<file path="src/rtl/if_serdes.sv">
// if_serdes: serial command/read-data shifter for a pad-level interface.
// A one-entry command buffer feeds a 7-bit transmit shifter at each frame
// start. A 10-bit receive shifter assembles read words into a one-entry
// output register. Sticky flags report dropped read words and frames that
// ended partway through a read word.
module if_serdes (
    input  logic       clk,
    input  logic       rst_n,
    input  logic       cmd_valid,
    input  logic [6:0] cmd_data,
    output logic       cmd_ready,
    input  logic       load_cmd,
    input  logic       trst,
    input  logic       dq_en,
    input  logic       sr_en,
    input  logic       dq_in,
    output logic       dq_out,
    output logic       dq_oe,
    output logic [9:0] rd_data,
    output logic       rd_valid,
    input  logic       rd_ready,
    output logic       overrun,
    output logic       short_frame
);

    localparam logic [2:0] TX_BITS = 3'd7;
    localparam logic [3:0] RX_BITS = 4'd10;

    logic [6:0] cmd_buf_q, cmd_buf_d;
    logic       buf_full_q, buf_full_d;
    logic [6:0] tx_sr_q, tx_sr_d;
    logic [2:0] tx_cnt_q, tx_cnt_d;
    logic [9:0] rx_sr_q, rx_sr_d;
    logic [3:0] rx_cnt_q, rx_cnt_d;
    logic [9:0] rd_data_q, rd_data_d;
    logic       rd_valid_q, rd_valid_d;
    logic       overrun_q, overrun_d;
    logic       short_q, short_d;
    logic       dq_oe_q, dq_oe_d;

    logic       cmd_acc;
    logic       tx_shift;
    logic       rx_cap;
    logic       rx_done;
    logic [9:0] rx_word;

    // Frame start wins over shifting and capture in the same cycle.
    assign cmd_acc  = cmd_valid & ~buf_full_q;
    assign tx_shift = ~load_cmd & dq_en & ~sr_en & (tx_cnt_q < TX_BITS);
    assign rx_cap   = ~load_cmd & sr_en & ~dq_en & trst & (rx_cnt_q < RX_BITS);
    assign rx_word  = {rx_sr_q[8:0], dq_in};
    assign rx_done  = rx_cap & (rx_cnt_q == RX_BITS - 4'd1);

    // Next-state logic for buffer, shifters, read register and flags.
    always_comb begin
        cmd_buf_d  = cmd_buf_q;
        buf_full_d = buf_full_q;
        tx_sr_d    = tx_sr_q;
        tx_cnt_d   = tx_cnt_q;
        rx_sr_d    = rx_sr_q;
        rx_cnt_d   = rx_cnt_q;
        rd_data_d  = rd_data_q;
        rd_valid_d = rd_valid_q;
        overrun_d  = overrun_q;
        short_d    = short_q;
        dq_oe_d    = dq_en;

        if (load_cmd) begin
            // Empty buffer sends a NOP so the frame still has a defined command.
            tx_sr_d    = buf_full_q ? cmd_buf_q : 7'h00;
            buf_full_d = 1'b0;
            tx_cnt_d   = 3'd0;
            rx_cnt_d   = 4'd0;
            if (rx_cnt_q != 4'd0 && rx_cnt_q < RX_BITS)
                short_d = 1'b1;
        end else begin
            if (tx_shift) begin
                tx_sr_d  = {tx_sr_q[5:0], 1'b0};
                tx_cnt_d = tx_cnt_q + 3'd1;
            end
            if (!trst) begin
                rx_cnt_d = 4'd0;
            end else if (rx_cap) begin
                rx_sr_d  = rx_word;
                rx_cnt_d = rx_cnt_q + 4'd1;
            end
        end

        // A command offered alongside a NOP load stays for the next frame.
        if (cmd_acc) begin
            cmd_buf_d  = cmd_data;
            buf_full_d = 1'b1;
        end

        if (rd_valid_q && rd_ready)
            rd_valid_d = 1'b0;

        // Completed word goes out if the slot is free or being drained now.
        if (rx_done) begin
            if (!rd_valid_q || rd_ready) begin
                rd_data_d  = rx_word;
                rd_valid_d = 1'b1;
            end else begin
                overrun_d = 1'b1;
            end
        end
    end

    // State register with asynchronous clear.
    always_ff @(posedge clk or negedge rst_n) begin
        if (!rst_n) begin
            cmd_buf_q  <= 7'h00;
            buf_full_q <= 1'b0;
            tx_sr_q    <= 7'h00;
            tx_cnt_q   <= 3'd0;
            rx_sr_q    <= 10'h000;
            rx_cnt_q   <= 4'd0;
            rd_data_q  <= 10'h000;
            rd_valid_q <= 1'b0;
            overrun_q  <= 1'b0;
            short_q    <= 1'b0;
            dq_oe_q    <= 1'b0;
        end else begin
            cmd_buf_q  <= cmd_buf_d;
            buf_full_q <= buf_full_d;
            tx_sr_q    <= tx_sr_d;
            tx_cnt_q   <= tx_cnt_d;
            rx_sr_q    <= rx_sr_d;
            rx_cnt_q   <= rx_cnt_d;
            rd_data_q  <= rd_data_d;
            rd_valid_q <= rd_valid_d;
            overrun_q  <= overrun_d;
            short_q    <= short_d;
            dq_oe_q    <= dq_oe_d;
        end
    end

    assign cmd_ready   = ~buf_full_q;
    assign dq_out      = tx_sr_q[6];
    assign dq_oe       = dq_oe_q;
    assign rd_data     = rd_data_q;
    assign rd_valid    = rd_valid_q;
    assign overrun     = overrun_q;
    assign short_frame = short_q;

endmodule

</file>
<file path="config.mk">
export PLATFORM = sky130hd
export DESIGN_NAME = if_serdes
export DESIGN_NICKNAME = d
export VERILOG_FILES = /design/src/rtl/if_serdes.sv
export SDC_FILE = /design/constraint.sdc
export NUM_CORES = 1
export LEC_CHECK = 0
export BUFFER_PORTS_ARGS = -buffer_cell sky130_fd_sc_hd__buf_2
export CORE_MARGIN = 2
export CORE_UTILIZATION = 40
export DETAILED_ROUTE_END_ITERATION = 8
export PLACE_DENSITY = 0.67
export SYNTH_ARGS = -nofsm -noshare
export SYNTH_HDL_FRONTEND = slang
export SYNTH_SLANG_ARGS = --single-unit
export TNS_END_PERCENT = 5
</file>
<file path="constraint.sdc">
create_clock -name clk -period 1.8 [get_ports clk]
set_clock_uncertainty 0.15 [all_clocks]
set_input_delay 0.36 -clock clk [delete_from_list [all_inputs] [get_ports clk]]
set_output_delay 0.36 -clock clk [all_outputs]
set_load 0.02 [all_outputs]
</file>
## After elaboration in Yosys (flattened, before gate mapping)

Index checks and enable logic that the tools add are counted.

| word-level totals | value |
|---|---|
| input bits | 16 |
| register bits after elaboration | 45 |
| word-level logic and storage cells | 55 |
| output and inout port bits | 16 |

| cells by class | value |
|---|---|
| equality and inequality tests | 2 |
| add/subtract/negate cells | 2 |
| magnitude comparators | 2 |
| reductions and logical operators | 11 |
| bitwise logic cells | 14 |
| muxes and demuxes | 13 |

Operators by type and width:

| kind | number |
|---|---|
| 7-bit 2-to-1 mux | 3 |
| 4-bit 2-to-1 mux | 3 |
| 1-bit bitwise AND | 9 |
| 3-bit 2-to-1 mux | 2 |
| 2-bit AND reduction | 3 |
| 1-bit 2-to-1 mux | 5 |
| 1-bit NOT | 5 |
| 4-bit by 1-bit adder with 4-bit output (second input constant) | 1 |
| 4-bit equality test (second input constant) | 1 |
| 4-bit < comparator (second input constant) | 1 |
| 2-bit nonzero test | 2 |
| 4-bit nonzero test | 1 |
| 3-bit by 1-bit adder with 3-bit output (second input constant) | 1 |
| 3-bit < comparator (second input constant) | 1 |
| 3-bit by 2-bit inequality test with 1-bit output (second input constant) | 1 |
| 3-bit AND reduction | 1 |
| 1-bit logical AND | 2 |
| 1-bit logical NOT | 1 |
| 1-bit logical OR | 1 |

## Depth between registers and ports, before layout

Gate-level depths: netlist of the first run.

| logic depth | value |
|---|---|
| depth after elaboration | 8 |
| gate-level depth with buffers | 5 |
| gate-level depth less buffers | 5 |

## Worst setup path before layout of the first run

No wires, ideal clock.

| path | value |
|---|---|
| path type | flip-flop to flip-flop |
| start point | reg rx_cnt_q[1] |
| end point | reg rd_data_q[0] (netlist: rd_data[0]) |
| period minus slack after synthesis | 1.563 ns |
| data arrival time | 1.288 ns |
| cell stages (with the launch flop) | 6 |
| setup time | 0.125 ns |
| data required time | 1.525 ns |
| setup slack | 0.237 ns |
| buffers on the path | 0 |
| path through | dfrtp_1 inv_1 ha_1 and2_1 nand4_4 mux2_2 |

| between the ends | value |
|---|---|
| word-level cells in the longest chain between the ends | 4 |
| elaborated cells between the ends (all ways) | 5 |
| those cells by class | order compare: 1; eq/ne: 1; bitwise: 2; reduce/logical: 1 |

Ends and longest elaborated chain:

| element | line | RTL |
|---|---|---|
| from (decl) | 34 | `logic [3:0] rx_cnt_q, rx_cnt_d;` |
| from (signal assigned) | 129 | `rx_cnt_q <= rx_cnt_d;` |
| 4-bit < comparator | 50 | `assign rx_cap = ~load_cmd & sr_en & ~dq_en & trst & (rx_cnt_q < RX_BITS);` |
| 1-bit bitwise AND | 50 |  |
| 1-bit bitwise AND * | 52 | `assign rx_done = rx_cap & (rx_cnt_q == RX_BITS - 4'd1);` |
| 2-bit AND reduction (no line) * | -- |  |
| to (signal assigned) | 130 | `rd_data_q <= rd_data_d;` |
| to (decl) | 35 | `logic [9:0] rd_data_q, rd_data_d;` |

Mark *: on every way between the ends. The rest lies on a longest branch, timed or not.
A chain may end at the register's enable or synchronous reset.

## Worst setup path after layout of the first run

| path | value |
|---|---|
| start point | reg rx_cnt_q[1] |
| end point | reg rd_data_q[2] (netlist: rd_data[2]) |

Same word-level chain as after synthesis.

==> impl_metrics.yaml, run 1 <==
floorplan:
  core_sq_um: 4660
  num_rows: 25
  initial_core_util_pct: 41.1
  die_w_um: 73.2
  die_h_um: 73.2
  die_area_sq_um: 5360
  pin_count: 32
hold_path:
  min_path_type: "input pin to asynchronous set/reset pin"
clock_tree:
  cts_hold_buf: 0
  path_clk_slew_ns: 0.08
  cts-buffers-inserted: 5
  cts_tree: "yes"
  cts_root_buffer: "clkbuf_8"
  post_cts_resized: 0
  cts_setup_buffers: 0
  cts_num_sinks: 45
  cts.path.max_buffers: 2
  h-tree-depth: 2
  clkLatencyLatePin_ns: 0.29
timing:
  worstMarginPinSlew_ns: 0.560
  post-route-period-util_pct: 92.1
  rsz0062_at_grt: "false"
  timing.final.max_slew_violations: 0
  setup_tns_ns: 0
  period_needed_ns: 1.66
  finalHoldViolations: 19
  setup-violations-final: 0
  relSlewSlack_pct: 62.7
  max_freq_mhz: 603
  fin_hold_ws_ns: -0.00899
yosys:
  syn_nets: 157
  netlist_area_sq_um: 1920
  ys_seq_elements: 45
  async_flop_share_pct: 100
  yosysSeqAreaShare_pct: 58.8
  yosysMostFrequentCell: "dfrtp_1"
  synth_edf_count: 0
  ys_types: 29
  ys.flop_type: "dfrtp_1"
  yosys-top-cells-count: "dfrtp_1 (45), mux2_2 (32), nand2_1 (8)"
  netlist.area_leader.share_pct: 58.8
  synth_area_leaders: "dfrtp_1 (59%), mux2_2 (19%), a22o_1 (2.7%)"
  synth_area_leader_cell: "dfrtp_1"
  yosysWarnings: 0
  syn_avg_cell_area_sq_um: 14.0
  syn_inst: 137
route:
  num_vias: 1187
  postRouteAntennaNets: 0
  wl_mm: 3.27
  drt_iter0_markers: 14
  first_pass_iters: 4
  drc_errors: 0
  viasPerCell: 5.16
  wl_per_cell_um: 14.2
critical_path:
  arrival_ns: 1.68
  cp_max_fo: 10
  worstSetupEndpointType: "flop"
  cp.required_ns: 1.82
  r2r-end: "rd_data[2]"
  crit_family: "flip-flops"
  timing.rr.start: "rx_cnt_q[1]"
  critPathLaunchType: "flop"
  reg2reg_slack_ns: 0.14
  crit_type: "flop to flop"
  cpPeakStageDelay_ns: 0.44
  crit_chain: "inv_1 -> ha_1 -> and2_1 -> nand4_4 -> mux2_2"
  cp_slowest_cell: "dfrtp_2"
  rr_worst_depth: 5
  path_buf_inv: 1
finish:
  layout.nets: 195
  drive_above_1_share_pct: 46.6
  stdcell_count: 230
  synthToLayoutAreaGrowth_pct: 16.5
  fillers: 411
  num_antenna_cells: 0
placed_design:
  port_buffers: 31
  place_congestion: 0.807
  hpwl_mm: 2.41
  dp.cells: 222
pwr:
  peakVddDrop_v: 0.000531
  powerDensity_nw_per_um2: 926
  p_leak_nw: 1.12
status:
  status: "finished, violations left"
  violations: "hold timing"
grt:
  grt_max_degree: 46
  track_usage_pct: 13.6
  antenna_found_initial: 0
  grt_pass1_vias: 1295
  grt_pass1_wl_mm: 5.58
  grt_overflow: 0
run:
  maxCapViolCount: 0
[report_power, final]
group | internal (W) | switching [W] | leakage [nW]
Sequential | 0.00113 | 0.0000773 | 0.589
Combinational | 0.000151 | 0.000114 | 0.496
Clock | 0.000273 | 0.000319 | 0.0374
Total | 0.00156 | 0.000510 | 1.12
[cells in the final DEF (no fill, tap or decap), drive strengths merged]
cell type / n
buf: 36
mux2: 32
a22o: 6
inv: 5
nand3: 3
nand2: 9
a31oi: 1
a31o: 1
o21ai: 2
nor2: 2
a21o: 1
clkbuf: 6
a32o: 1
a311oi: 1
dfrtp: 45
nand2b: 1
a21boi: 1
o21bai: 1
a21bo: 1
clkinvlp: 2
nor2b: 4
nand4: 1
mux2i: 3
and4bb: 1
ha: 4
and2: 2
a21oi: 3
a41oi: 1
[worst reg2reg max path, cell delays in order (launching register included)]
cell     delay (ns)
dfrtp_2        0.44
inv_1          0.08
ha_1           0.13
and2_1         0.18
nand4_4        0.22
mux2_2         0.34
[sequential cells by signal, summed over array words and instances, names as in the netlist]
name	flops
rx_sr_q	9
rd_data	10
cmd_buf_q	7
rx_cnt_q	4
overrun	1
tx_cnt_q	3
rd_valid	1
short_frame	1
dq_oe	1
buf_full_q	1
tx_sr_q	7
[through the flow]
step	area [sq um]	utilization [%]	setup slack (ns)	total power (W)
5_1_grt	2230	47.9	0.000359	0.00217
6_report	2230	47.9	0.142	0.00207
4_1_cts	2230	47.8	0.102	0.00211
2_1_floorplan	1920	-	0.237	0.00139
3_5_place_dp	2140	46.0	0.0826	0.00150
3_3_place_gp	2140	46.0	0.142	0.00147
[cell families after synthesis]
group,after synthesis,share of synthesized area [%]
AND/OR/NAND/NOR,23,7.32
adder cells (fa/ha/maj),4,2.61
AO/OA/AOI/OAI,20,8.17
multiplexers,35,20.4
buffers and inverters,10,2.74
flip-flops,45,58.8
[worst max path at each step]
stage | cells after the start | start | endpoint | slack [ns]
4_1_cts | 5 | rx_cnt_q[1] | rd_data[2] | 0.10
3_3_place_gp | 4 | dq_en | rd_data[5] | 0.14
2_1_floorplan | 5 | rx_cnt_q[1] | rd_data[0] | 0.24
5_1_grt | 5 | rx_cnt_q[1] | rd_data[0] | 0.0004
6_report | 5 | rx_cnt_q[1] | rd_data[2] | 0.14
3_5_place_dp | 4 | dq_en | rd_data[6] | 0.08
[routing by layer]
layer | track usage, % | share of wire (%) | vias to the layer above
li1 | - | - | 565
met4 | 5.97 | 0.28 | 0
met1 | 14.8 | 41 | 595
met2 | 24.9 | 55 | 25
met3 | 3.04 | 4.2 | 2
met5 | 0 | 0 | -
[final cells by class]
class	count	area [sq um]	area share (%)
flip-flops and latches	45	1130	50.5
clock buffers	6	72.6	3.25
multi-input cells	82	737	33.0
well taps	54	67.6	3.03
inverters	5	18.8	0.841
clock inverters	2	15.0	0.673
repair buffers	36	193	8.64
Note: power is estimated with default switching activity, not from simulation.
==> inputs of run 2 (changes only) <==
--- a/config.mk
+++ b/config.mk
@@ -5,9 +5,11 @@
 export SDC_FILE = /design/constraint.sdc
 export NUM_CORES = 1
 export LEC_CHECK = 0
+export ABC_AREA = 1
 export BUFFER_PORTS_ARGS = -buffer_cell sky130_fd_sc_hd__buf_2
 export CORE_MARGIN = 2
 export CORE_UTILIZATION = 40
+export CTS_BUF_LIST = sky130_fd_sc_hd__clkbuf_4 sky130_fd_sc_hd__clkbuf_8 sky130_fd_sc_hd__clkbuf_16
 export DETAILED_ROUTE_END_ITERATION = 8
 export PLACE_DENSITY = 0.67
 export SYNTH_ARGS = -nofsm -noshare
==> run 2 against run 1 <==
Critical path type unchanged. Sequential share of layout area fell by 2.6 points. Global-route usage rose by 1.0 points. Critical endpoint is now rx_cnt_q[1]. The flow now finishes without violations. Register-to-register slack worse by 0.05 ns. Worst setup slack lost 0.050 ns. Highest routed layer unchanged. First-iteration DRC count grew to 4.4 times the previous value. Final cell count grew 39%. Utilization increased by 1.6 points. Sequential power about the same. Flip-flop and latch count did not move. Critical path depth is 1 lower.
==> impl_metrics.yaml, run 2 <==
placed_design:
  place_congestion: 0.779
  port_buffers: 31
  hpwl_mm: 2.55
timing:
  setup_tns_ns: 0
  worstMarginPinSlew_ns: 0.399
  relSlewSlack_pct: 73.2
  fin_hold_ws_ns: 0.0501
  finalHoldViolations: 0
  rsz0062_at_grt: "false"
  post-route-period-util_pct: 94.8
  timing.final.max_slew_violations: 0
  max_freq_mhz: 586
  period_needed_ns: 1.71
  setup-violations-final: 0
yosys:
  ys_types: 25
  ys_seq_elements: 45
  netlist_area_sq_um: 1970
  yosysWarnings: 0
  yosysSeqAreaShare_pct: 57.0
  syn_nets: 233
  synth_area_leader_cell: "dfrtp_1"
  netlist.area_leader.share_pct: 57.0
  yosys-top-cells-count: "nand2_1 (65), dfrtp_1 (45), inv_1 (19)"
  yosysMostFrequentCell: "nand2_1"
  synth_edf_count: 0
  async_flop_share_pct: 100
  ys.flop_type: "dfrtp_1"
  syn_avg_cell_area_sq_um: 9.27
  synth_area_leaders: "dfrtp_1 (57%), nand2_1 (12%), o21ai_0 (4.1%)"
  syn_inst: 213
floorplan:
  die_w_um: 74.3
  num_rows: 25
  die_area_sq_um: 5510
  pin_count: 32
  initial_core_util_pct: 41.5
  core_sq_um: 4750
  die_h_um: 74.3
clock_tree:
  cts_root_buffer: "clkbuf_8"
  cts_tree: "yes"
  cts_num_sinks: 45
  path_clk_slew_ns: 0.08
  cts.path.max_buffers: 2
  clkLatencyLatePin_ns: 0.29
  h-tree-depth: 2
  cts-buffers-inserted: 5
grt:
  track_usage_pct: 14.6
  grt_util_met3_pct: 4.07
  grt_pass1_wl_mm: 6.09
  grt-busiest-layer: "met2"
  grt_max_degree: 46
  grt_overflow: 0
  antenna_found_initial: 0
  use_met2_pct: 23.1
  met1_usage_pct: 18.5
  grt_pass1_vias: 1384
status:
  status: "complete, no violations"
critical_path:
  cp.required_ns: 1.82
  crit_type: "flop to flop"
  cp_max_fo: 11
  worstSetupEndpointType: "flop"
  arrival_ns: 1.73
  critPathLaunchType: "flop"
pwr:
  peakVddDrop_v: 0.000689
  p_leak_nw: 1.23
  p_int_w: 0.00163
  p_clk_share_pct: 33.6
  switching_share_pct: 24.8
  powerDensity_nw_per_um2: 922
  p_sw_w: 0.000537
  pwr-share-seq_pct: 54.4
  pwr-share-comb_pct: 12.0
route:
  viasPerCell: 4.72
  num_vias: 1506
  drc_errors: 0
  wl_per_cell_um: 11.2
  first_pass_iters: 4
  wl_mm: 3.58
  drt_iter0_markers: 61
  postRouteAntennaNets: 0
finish:
  final_common_cell: "nand2_1"
  fillers: 474
  layout_common_cells: "nand2_1 (65), dfrtp_1 (45), buf_2 (31)"
  drive_above_1_share_pct: 23.8
  largest_register_ffs: 10
  layout.nets: 272
  synthToLayoutAreaGrowth_pct: 19.1
  num_antenna_cells: 0
run:
  maxCapViolCount: 0
hold_path:
  min_path_type: "input pin to flop"
-- run 2: cell count changes after synthesis, moves of 7 or more --
| cell | change |
|---|---|
| o21ai_0 | +14 |
| nor2_1 | +8 |
| nand4_1 | +11 |
| mux2_2 | -27 |
| nand2_1 | +57 |
| nand3_1 | +7 |
| inv_1 | +14 |
-- run 2: power groups by stage --
| stage | Sequential, W | Clock, W | Combinational (W) |
|---|---|---|---|
| after floorplan | 0.00120 | 0 | 0.000165 |
| after global placement | 0.00120 | 0 | 0.000255 |
| after detailed placement | 0.00120 | 0 | 0.000264 |
| after CTS | 0.00118 | 0.000750 | 0.000267 |
| after global routing | 0.00119 | 0.000789 | 0.000297 |
| final | 0.00118 | 0.000728 | 0.000260 |
-- run 2: cell families after synthesis --
logic type,share of synthesized area [%]
AO/OA/AOI/OAI,7.48
XOR/XNOR,0.444
adder cells (fa/ha/maj),2.53
buffers and inverters,6.34
flip-flops,57.0
multiplexers,2.85
AND/OR/NAND/NOR,23.3
-- run 2: routing by layer --
layer | share of wire [%] | routed length, um
met1 | 46 | 1650
met2 | 48 | 1710
met3 | 4.7 | 169
met4 | 1.4 | 50
met5 | 0 | 0
-- run 2: final cells by class --
type | count | area [sq um] | area share, %
clock buffer | 5 | 68.8 | 2.93
clock inverter | 2 | 35.0 | 1.49
inverter | 20 | 75.1 | 3.19
multi-input combinational | 141 | 732 | 31.1
sequential | 45 | 1130 | 47.9
tap | 67 | 83.8 | 3.57
timing repair buffer | 39 | 230 | 9.79
-- run 2: what timing repair did --
action | 4_1_cts | 5_1_grt
endpoints found under the setup margin | 0 | 4
hold endpoints to repair | 45 | 0
hold buffers | 1 | 0
setup buffers | 0 | 0
resized for setup | 0 | 1
-- run 2: worst max-delay path, stage by stage (launching register included) --
cell and delay, ns:
dfrtp_1 0.44, o21ai_1 0.37, nand2_1 0.36, nand2_1 0.18
o21ai_0 0.09
-- run 2: worst paths after layout --
path	start	endpoint	slack, ns	cells past startpoint
hold / removal	dq_en	dq_oe	0.05	1
hold reg to reg	rd_data[8]	rd_data[8]	0.32	2
min in group asynchronous	rst_n	cmd_buf_q[3]	0.42	3
setup reg to reg	rx_cnt_q[2]	rx_cnt_q[1]	0.09	4
max in group asynchronous	rst_n	rx_sr_q[5]	0.86	3
setup / recovery	rx_cnt_q[2]	rx_cnt_q[1]	0.09	4
-- run 2: per-stage QoR --
step	area, sq um	power [W]	setup WS (ns)	std cells	utilization [%]
floorplan	1970	0.00136	0.353	213	-
global placement	2230	0.00145	0.102	311	46.9
detailed placement	2230	0.00146	0.120	311	46.9
CTS	2340	0.00220	0.104	319	49.3
global route	2350	0.00228	0.0304	319	49.4
finish	2350	0.00217	0.0927	319	49.4
